`src/rtl/nn_pkg.sv`:
```
// Shared fixed-point helpers and FSM state encoding for the backpropagation stages.
package nn_pkg;

  typedef enum logic {
    IDLE = 1'b0,
    RUN  = 1'b1
  } state_t;

  function automatic int fxOne(input int frac);
    return 1 <<< frac;
  endfunction

  function automatic int cellMax(input int rw);
    return (1 <<< (rw - 1)) - 1;
  endfunction

  function automatic int cellMin(input int rw);
    return -(1 <<< (rw - 1));
  endfunction

  function automatic logic cellOverflows(input int p, input int rw);
    return (p > cellMax(rw)) || (p < cellMin(rw));
  endfunction

  // Clamp to the signed range of an rw-bit cell; callers wanting wrap slice the low bits instead.
  function automatic int saturateCell(input int p, input int rw);
    if (p > cellMax(rw)) begin
      return cellMax(rw);
    end else if (p < cellMin(rw)) begin
      return cellMin(rw);
    end
    return p;
  endfunction

endpackage

```
`src/rtl/sigmoid_derivative_lane.sv`:
```
// One delta cell: e * a'(1-a') in fixed point with overflow flag.
// DELTA_SATURATE_EN selects clamping of overflowing cells; otherwise they wrap.
module sigmoid_derivative_lane
  import nn_pkg::*;
#(
  parameter int ERROR_CELL_WIDTH      = 8,
  parameter int ACTIVATION_CELL_WIDTH = 8,
  parameter int RESULT_CELL_WIDTH     = 8,
  parameter int FRACTION              = 4
) (
  input  logic [ERROR_CELL_WIDTH-1:0]      i_error,
  input  logic [ACTIVATION_CELL_WIDTH-1:0] i_activation,
  output logic [RESULT_CELL_WIDTH-1:0]     o_cell,
  output logic                             o_overflow
);

  localparam int EW  = ERROR_CELL_WIDTH;
  localparam int AW  = ACTIVATION_CELL_WIDTH;
  localparam int RW  = RESULT_CELL_WIDTH;
  localparam int DW  = FRACTION + 1;
  localparam int PW  = EW + AW + 1;
  localparam int ONE = 1 <<< FRACTION;

  logic [DW-1:0]          w_aClamp;
  logic [DW-1:0]          w_oneMinusA;
  logic [2*DW-1:0]        w_derivFull;
  logic [DW-1:0]          w_deriv;
  logic signed [PW-1:0]   w_errExt;
  logic signed [PW-1:0]   w_derivExt;
  logic signed [PW-1:0]   w_prod;
  logic signed [PW-1:0]   w_shifted;
  int                     w_shiftedInt;

  // Activations above ONE sit on the flat part of the curve, so their derivative is zero.
  always_comb begin
    w_aClamp     = (i_activation > AW'(ONE)) ? DW'(ONE) : i_activation[DW-1:0];
    w_oneMinusA  = DW'(ONE) - w_aClamp;
    w_derivFull  = {{DW{1'b0}}, w_aClamp} * {{DW{1'b0}}, w_oneMinusA};
    w_deriv      = w_derivFull[FRACTION +: DW];
    w_errExt     = {{(PW-EW){i_error[EW-1]}}, i_error};
    w_derivExt   = {{(PW-DW){1'b0}}, w_deriv};
    w_prod       = w_errExt * w_derivExt;
    w_shifted    = w_prod >>> FRACTION;
    w_shiftedInt = int'(w_shifted);
  end

  always_comb begin
    o_overflow = cellOverflows(w_shiftedInt, RW);
`ifdef DELTA_SATURATE_EN
    o_cell = RW'(saturateCell(w_shiftedInt, RW));
`else
    o_cell = w_shifted[RW-1:0];
`endif
  end

endmodule

```
`src/rtl/delta_hadamard.sv`:
```
// Layer delta e .* a(1-a), TILING cells per cycle, start/valid/error handshake.
// Overflow handling of cells is selected by DELTA_SATURATE_EN (clamp) vs. default wrap.
module delta_hadamard
  import nn_pkg::*;
#(
  parameter int VECTOR_LEN            = 5,
  parameter int ERROR_CELL_WIDTH      = 8,
  parameter int ACTIVATION_CELL_WIDTH = 8,
  parameter int RESULT_CELL_WIDTH     = 8,
  parameter int FRACTION              = 4,
  parameter int TILING                = 2
) (
  input  logic                                           clk,
  input  logic                                           rst,
  input  logic                                           start,
  input  logic [VECTOR_LEN*ERROR_CELL_WIDTH-1:0]         error_vector,
  input  logic [VECTOR_LEN*ACTIVATION_CELL_WIDTH-1:0]    activation,
  output logic [VECTOR_LEN*RESULT_CELL_WIDTH-1:0]        result,
  output logic                                           valid,
  output logic                                           error
);

  localparam int EW = ERROR_CELL_WIDTH;
  localparam int AW = ACTIVATION_CELL_WIDTH;
  localparam int RW = RESULT_CELL_WIDTH;
  localparam int IW = $clog2(VECTOR_LEN + TILING + 1);

  state_t                     r_state;
  logic [IW-1:0]              r_idx;
  logic [VECTOR_LEN*EW-1:0]   r_errVec;
  logic [VECTOR_LEN*AW-1:0]   r_actVec;
  logic [VECTOR_LEN*RW-1:0]   r_result;
  logic                       r_valid;
  logic                       r_error;
  logic                       r_sticky;

  logic [IW-1:0]              w_laneIdx  [TILING];
  logic                       w_laneLive [TILING];
  logic [RW-1:0]              w_laneCell [TILING];
  logic                       w_laneOvf  [TILING];
  logic                       w_tileOvf;
  logic                       w_lastTile;

  // Lanes past the end of the vector on the final tile are parked on cell 0 and ignored.
  always_comb begin
    for (int j = 0; j < TILING; j++) begin
      w_laneLive[j] = (int'(r_idx) + j) < VECTOR_LEN;
      w_laneIdx[j]  = w_laneLive[j] ? IW'(int'(r_idx) + j) : '0;
    end
    w_lastTile = (int'(r_idx) + TILING) >= VECTOR_LEN;
  end

  always_comb begin
    w_tileOvf = 1'b0;
    for (int j = 0; j < TILING; j++) begin
      if (w_laneLive[j] && w_laneOvf[j]) begin
        w_tileOvf = 1'b1;
      end
    end
  end

  for (genvar j = 0; j < TILING; j++) begin : g_lane
    sigmoid_derivative_lane #(
      .ERROR_CELL_WIDTH      (EW),
      .ACTIVATION_CELL_WIDTH (AW),
      .RESULT_CELL_WIDTH     (RW),
      .FRACTION              (FRACTION)
    ) u_lane (
      .i_error      (r_errVec[w_laneIdx[j]*EW +: EW]),
      .i_activation (r_actVec[w_laneIdx[j]*AW +: AW]),
      .o_cell       (w_laneCell[j]),
      .o_overflow   (w_laneOvf[j])
    );
  end

  // Inputs are captured once at start so the upstream stage may move on immediately.
  always_ff @(posedge clk or negedge rst) begin
    if (!rst) begin
      r_state  <= IDLE;
      r_idx    <= '0;
      r_errVec <= '0;
      r_actVec <= '0;
      r_result <= '0;
      r_valid  <= 1'b0;
      r_error  <= 1'b0;
      r_sticky <= 1'b0;
    end else begin
      case (r_state)
        IDLE: begin
          if (start) begin
            r_errVec <= error_vector;
            r_actVec <= activation;
            r_result <= '0;
            r_valid  <= 1'b0;
            r_error  <= 1'b0;
            r_sticky <= 1'b0;
            r_idx    <= '0;
            r_state  <= RUN;
          end
        end
        RUN: begin
          for (int j = 0; j < TILING; j++) begin
            if (w_laneLive[j]) begin
              r_result[w_laneIdx[j]*RW +: RW] <= w_laneCell[j];
            end
          end
          r_idx    <= r_idx + IW'(TILING);
          r_sticky <= r_sticky | w_tileOvf;
          if (w_lastTile) begin
            r_state <= IDLE;
            r_valid <= 1'b1;
            r_error <= r_sticky | w_tileOvf;
          end
        end
        default: r_state <= IDLE;
      endcase
    end
  end

  assign result = r_result;
  assign valid  = r_valid;
  assign error  = r_error;

endmodule

```
`config.mk`:
```
export PLATFORM = sky130hd
export DESIGN_NAME = delta_hadamard
export DESIGN_NICKNAME = d
export VERILOG_FILES = /design/src/rtl/nn_pkg.sv /design/src/rtl/sigmoid_derivative_lane.sv /design/src/rtl/delta_hadamard.sv
export SDC_FILE = /design/constraint.sdc
export NUM_CORES = 1
export LEC_CHECK = 0
export ABC_CLOCK_PERIOD_IN_PS = 12800
export BUFFER_PORTS_ARGS = -buffer_cell sky130_fd_sc_hd__buf_2
export CAP_MARGIN = 30
export CORE_MARGIN = 4
export CORE_UTILIZATION = 45
export DETAILED_ROUTE_END_ITERATION = 16
export PLACE_DENSITY = 0.71
export SETUP_SLACK_MARGIN = 0.1
export SYNTH_ARGS = -nofsm -noshare
export SYNTH_HDL_FRONTEND = slang
export SYNTH_SLANG_ARGS = --single-unit
```
`constraint.sdc`:
```
create_clock -name clk -period 12.8 [get_ports clk]
set_input_delay 1.28 -clock clk [delete_from_list [all_inputs] [get_ports clk]]
set_output_delay 1.28 -clock clk [all_outputs]
set_load 0.1 [all_outputs]
```
==> flow_metrics.py, run 1 <==
metrics = {
    "clock_tree": {
        "postCtsSetupBuffers": 0,
        "tritoncts": "yes",
        "numCtsBuffers": 17,
        "clkTransAtPathRegs_ns": 0.06,
        "numClockSinks": 126,
        "clkLatencyLatePin_ns": 0.42,
        "ctsResizeCount": 0,
        "cts_hold_buf": 0,
        "cts_root_buffer": "clkbuf_16",
        "clock_tree.htree_level_count": 4,
        "clockBufferDepth": 2,
    },
    "critical_path": {
        "cp-start-kind": "flip-flop",
        "required_ns": 13.08,
        "r2r-end": "error",
        "crit_path_frequent_cell": "ha_1",
        "slowest_stage": "ha_1",
        "path_max_fanout": 21,
        "timing.rr.start": "r_idx[2]",
        "endpoint_kind": "flip-flop",
        "arrival_ns": 10.41,
        "critical_path_class": "flip-flop to flip-flop",
        "r2r_slack_ns": 2.67,
        "cpPeakStageDelay_ns": 0.80,
        "rr_worst_depth": 37,
    },
    "global_routing": {
        "overflow": 0,
        "top_usage_layer": "met2",
        "grt_use_met3_pct": 3.51,
        "first_global_vias": 8712,
        "antenna_found_initial": 0,
        "grt_use_met1_pct": 26.3,
        "grt_pass1_wl_mm": 42.8,
        "grt_max_degree": 87,
        "grt_util_all_layers_pct": 20.5,
        "met2_usage_pct": 35.6,
    },
    "route": {
        "routed_via_density": 5.15,
        "dr.pass1.iters": 5,
        "ant_nets": 0,
        "drt_wl_total_mm": 25.2,
        "num_vias": 8285,
        "drcViolationCount": 0,
        "dr.first_iter.drc_count": 566,
        "routedWlPerCell_um": 15.7,
    },
    "synthesis": {
        "yosys-top-cells-count": "nand2_1, inv_1, dfrtp_1",
        "yosysSeqAreaShare_pct": 30.2,
        "yosys.area.top_type": "dfrtp_1",
        "synth_async_sr_flop_share_pct": 100,
        "synth_area_leaders": "dfrtp_1, fa_1, ha_1",
        "yosysWarnings": 0,
        "synth_enable_flop_cells": 0,
        "synth_cell_types": 60,
        "synth-seq-cells": 126,
        "syn_area_per_cell_sq_um": 8.71,
        "syn-cell-area_sq_um": 10400,
        "synth.most_common_cell": "nand2_1",
        "synth-main-ff-cell": "dfrtp_1",
        "yosysTopAreaCellShare_pct": 30.2,
        "syn_inst": 1197,
    },
    "cells_and_area": {
        "fillers": 2083,
        "area_delta_synth_final_pct": 14.4,
        "drive_gt1_share_pct": 14.9,
        "layout.nets": 1557,
        "diodes": 0,
    },
    "floorplan": {
        "core_sq_um": 22700,
        "ioPinCount": 125,
        "die_w_um": 160,
        "fp-row-count": 55,
        "start_util_pct": 45.9,
        "fp.dieH_um": 160,
        "die-area_sq_um": 25700,
    },
    "sta": {
        "rsz0062_at_grt": "no",
        "tightest_slew_ns": 1.01,
        "finalMaxSlewViolations": 0,
        "post-route-min-period_ns": 10.13,
        "finalSetupTns_ns": 0,
        "setup_slack_ns": 2.67,
        "hold_viol": 0,
        "finClkSkew_ns": 0.00877,
        "fmax_mhz": 98.7,
        "max_slew_margin_pct": 32.8,
        "setup_violations": 0,
        "finalCritPeriodShare_pct": 79.1,
    },
    "min_path": {
        "hold_end": "r_errVec[13]",
        "holdPathStages": 2,
        "min_path_type": "flip-flop to flip-flop",
        "min_from": "r_errVec[13]",
    },
    "place": {
        "gp_congestion": 0.891,
        "io_buffers": 124,
        "dp_hpwl_mm": 19.4,
        "place_ws_ns": 2.87,
    },
    "outcome": {
        "run_status": "complete, no violations",
    },
    "flow_run": {
        "maxCapViolCount": 0,
    },
}
[worst max-delay path, delay by kind of cell (launching register included)]
family,cells,cell delay [ns]
fa+ha+maj,11,4.88
compound gates,9,1.49
simple gates,7,1.06
xor+xnor,2,0.88
buf+inv,6,0.77
mux,2,0.55
flops,1,0.33
[metal layers]
layer / vias to the layer above / wire length, um
met5: - / 0
met4: 0 / 484
li1: 4069 / -
met1: 4026 / 11200
met2: 161 / 12600
met3: 29 / 1020
[worst max-delay path by stage]
stage | depth (start not counted) | end | start
after floorplan | 36 | r_sticky | r_idx[2]
after global placement | 36 | error | r_idx[2]
after detailed placement | 36 | error | r_idx[2]
after CTS | 36 | error | r_idx[2]
after global routing | 37 | error | r_idx[2]
final | 37 | error | r_idx[2]
[sequential cells by signal, summed over array words and instances, names as in the netlist]
register and cells:
r_errVec 40, valid 1, r_actVec 40, r_state 1
r_idx 2, error 1, r_sticky 1, result 40
[cells in the final DEF (no fill, tap or decap), types with 4 or more instances in the layout]
cell type and n:
ha_1 99, nor2b_1 8, nor4_1 5, conb_1 9, mux2i_1 21, xnor2_1 24, buf_4 6, dfrtp_1 125
nand3_1 10, fa_1 64, nand3b_1 5, nand2_1 319, nor2_1 67, buf_2 124, xor2_1 12, o21a_1 4
o21ai_0 41, or3_1 6, or2_2 5, mux4_2 13, o31ai_1 5, inv_1 131, a22o_1 12, clkbuf_16 17
nand2b_1 22, nor3_1 11, a21oi_1 34, and2_1 36, a21o_1 20
[through the flow]
stage                     cells  hold slack (ns)  instance area [sq um]  util [%]
final                      1609            0.478                  11900      52.6
after global routing       1609            0.495                  11900      52.6
after CTS                  1609            0.479                  11900      52.6
after detailed placement   1577            0.461                  11300      49.9
after global placement     1576            0.457                  11300      49.8
after floorplan            1204            0.440                  10500         -
[cell type report]
class	instances	area (sq um)	area share [%]
timing repair buffer	130	666	5.58
clock buffer	22	474	3.97
sequential	126	3150	26.4
multi-input combinational	903	6650	55.7
inverter	133	499	4.18
tap	285	357	2.99
clock inverter	10	136	1.14
[cells by family after synthesis]
group                      after synthesis  synth area share, %
muxes                                   37                 5.15
buffers and inverters                  175                 6.36
other                                    2               0.0720
adders and majority gates              163                 24.2
and+or+nand+nor                        509                 21.3
DFF                                    126                 30.2
xor gates and xnor gates                39                 3.55
AOI/OAI and AO/OA                      146                 9.14
Power of run 1 is left out: the tool's default activity adds up to more than one toggle a clock period on the data nets, which glitch-free logic cannot reach.
==> run 2: changes to the inputs <==
ABC_AREA = 1   (was not set)
ABC_CLOCK_PERIOD_IN_PS = 9800   (was 12800)
clock period = 9.8 ns   (was 12.8 ns; I/O delays follow)
==> run 2 against run 1 <==
  * Register-to-register slack got worse by 1.9 ns
  * Worst setup slack got worse by 1.9 ns
  * Core utilization is 0.28 points higher
  * Routed wire length rose by 10%
  * Flip-flop and latch count stayed put
  * Hold slack got worse by 0.0044 ns
  * Sequential share of layout area down 1.1 points
  * Count of clock-buffer cells in the layout decreased by 5
  * Final area rose by 4.2%
  * Fmax rose by 12%
  * Via count increased by 17%
  * Synthesized cell count grew 21%
  * Critical endpoint is now r_sticky
==> flow_metrics.py, run 2 <==
metrics = {
    "route": {
        "drcViolationCount": 0,
        "dr.first_iter.drc_count": 768,
        "dr.pass1.iters": 5,
        "num_vias": 9718,
        "ant_nets": 0,
        "drt_wl_total_mm": 27.7,
        "routed_via_density": 5.10,
        "routedWlPerCell_um": 14.6,
    },
    "clock_tree": {
        "clockBufferDepth": 2,
        "clkLatencyLatePin_ns": 0.43,
        "numCtsBuffers": 17,
        "clock_tree.htree_level_count": 4,
        "tritoncts": "yes",
        "clkTransAtPathRegs_ns": 0.06,
        "cts_root_buffer": "clkbuf_16",
        "numClockSinks": 126,
        "cts_hold_buf": 0,
    },
    "synthesis": {
        "synth_area_leaders": "dfrtp_1, nand2_1, fa_1",
        "syn_inst": 1449,
        "yosysWarnings": 0,
        "syn_area_per_cell_sq_um": 7.44,
        "yosysSeqAreaShare_pct": 29.3,
        "yosys.area.top_type": "dfrtp_1",
        "synth-main-ff-cell": "dfrtp_1",
        "synth.most_common_cell": "nand2_1",
        "yosys-top-cells-count": "nand2_1, inv_1, dfrtp_1",
        "synth_enable_flop_cells": 0,
        "synth_cell_types": 49,
        "yosysTopAreaCellShare_pct": 29.3,
        "syn-cell-area_sq_um": 10800,
        "synth_async_sr_flop_share_pct": 100,
        "synth-seq-cells": 126,
    },
    "cells_and_area": {
        "final_common_cell": "nand2_1",
        "design_area_sq_um": 12400,
        "drive_gt1_share_pct": 14.2,
        "area_delta_synth_final_pct": 15.4,
        "layout.nets": 1819,
        "final_cell_mix": "nand2_1, inv_1, dfrtp_1",
        "final_util_pct": 52.8,
        "diodes": 0,
    },
    "min_path": {
        "min_path_type": "flip-flop to flip-flop",
        "holdPathStages": 2,
        "hold_end": "r_actVec[5]",
        "min_from": "r_actVec[5]",
    },
    "global_routing": {
        "first_global_vias": 9252,
        "antenna_found_initial": 0,
        "overflow": 0,
        "grt_max_degree": 92,
        "grt_pass1_wl_mm": 45.6,
        "grt_util_all_layers_pct": 21.1,
    },
    "sta": {
        "finClkSkew_ns": 0.0118,
        "hold_viol": 0,
        "tightest_slew_ns": 0.903,
        "max_slew_margin_pct": 39.8,
        "rsz0062_at_grt": "no",
        "finalMaxSlewViolations": 0,
        "finalCritPeriodShare_pct": 92.5,
        "setup_violations": 0,
        "post-route-min-period_ns": 9.06,
        "fmax_mhz": 110,
        "finalSetupTns_ns": 0,
    },
    "floorplan": {
        "fp.dieH_um": 163,
        "fp-row-count": 56,
        "ioPinCount": 125,
        "start_util_pct": 45.8,
        "die_w_um": 163,
        "core_sq_um": 23500,
        "die-area_sq_um": 26500,
    },
    "critical_path": {
        "cp-start-kind": "flip-flop",
        "required_ns": 10.11,
        "crit_path_frequent_cell": "nand2_1",
        "critical_path_class": "flip-flop to flip-flop",
        "path_max_fanout": 9,
        "r2r_slack_ns": 0.74,
        "r2r-end": "r_sticky",
        "rr_worst_depth": 43,
        "endpoint_kind": "flip-flop",
        "cpPeakStageDelay_ns": 0.63,
        "slowest_stage": "fa_1",
        "timing.rr.start": "r_idx[2]",
        "arrival_ns": 9.38,
    },
    "outcome": {
        "run_status": "complete, no violations",
    },
    "place": {
        "io_buffers": 124,
        "gp_congestion": 0.937,
        "placedInstanceArea_sq_um": 11700,
        "dp_hpwl_mm": 21.6,
    },
    "flow_run": {
        "maxCapViolCount": 0,
    },
}
[run 2: cell types whose count changed after synthesis, moves of 23 or more]
cell,delta
and2_1,-36
inv_1,+88
nand2_1,+141
nand2b_1,-23
nand3_1,+52
nor2_1,+52
o21ai_0,+24
[run 2: cell type report]
cell class                      count  area (sq um)
Multi-Input combinational cell   1064          6700
Inverter                          229           870
Clock inverter                     15           176
Tap cell                          319           399
Fill cell                        2263         11100
Clock buffer                       17           425
Timing Repair Buffer              135           717
Sequential cell                   126          3150
[run 2: kinds of logic (layout without fill, tap and decap cells)]
logic type	count (synthesis)	after routing	share of synthesized area (%)
simple gates	691	691	26.0
buf+inv	266	396	9.64
compound gates	184	184	10.3
fa+ha+maj	163	163	23.4
flops	126	126	29.3
xor+xnor	17	17	1.38
other cells	2	9	0.0697
[run 2: worst max path at each step]
| stage | start | cells past startpoint | slack (ns) | to |
|---|---|---|---|---|
| after floorplan | r_idx[2] | 48 | 0.80 | error |
| after global placement | r_idx[1] | 45 | 0.59 | r_sticky |
| after detailed placement | r_idx[1] | 45 | 0.34 | r_sticky |
| after CTS | r_idx[1] | 45 | 0.33 | r_sticky |
| after global routing | r_idx[2] | 41 | 0.1 | r_sticky |
| final | r_idx[2] | 43 | 0.74 | r_sticky |
[run 2: through the flow]
| step | hold slack [ns] | std cells | setup WS (ns) |
|---|---|---|---|
| 2_1_floorplan | 0.442 | 1456 | 0.801 |
| 3_3_place_gp | 0.455 | 1871 | 0.588 |
| 3_5_place_dp | 0.459 | 1871 | 0.338 |
| 4_1_cts | 0.474 | 1903 | 0.332 |
| 5_1_grt | 0.495 | 1905 | 0.0985 |
| 6_report | 0.473 | 1905 | 0.738 |
[run 2: timing repair]
action | 4_1_cts | 5_1_grt
gates resized for setup | 0 | 20
endpoints found under the setup margin | 0 | 21
setup buffers | 0 | 2
[run 2: worst max-delay path, delay by kind of cell (launching register included)]
family                   cells  cell delay, ns
adder cells (fa/ha/maj)     11            4.70
AND/OR/NAND/NOR             22            2.61
buffers and inverters        7            0.67
AO/OA/AOI/OAI                3            0.59
flip-flops                   1            0.41
[run 2: layer usage]
layer / global-route usage [%] / wire [um] / up-vias
li1: - / - / 4778
met1: 29.8 / 12600 / 4520
met2: 33.8 / 12600 / 376
met3: 3.59 / 2030 / 44
met4: 5.87 / 537 / 0
met5: 0 / 0 / -
Power of run 2 is left out for the same reason.
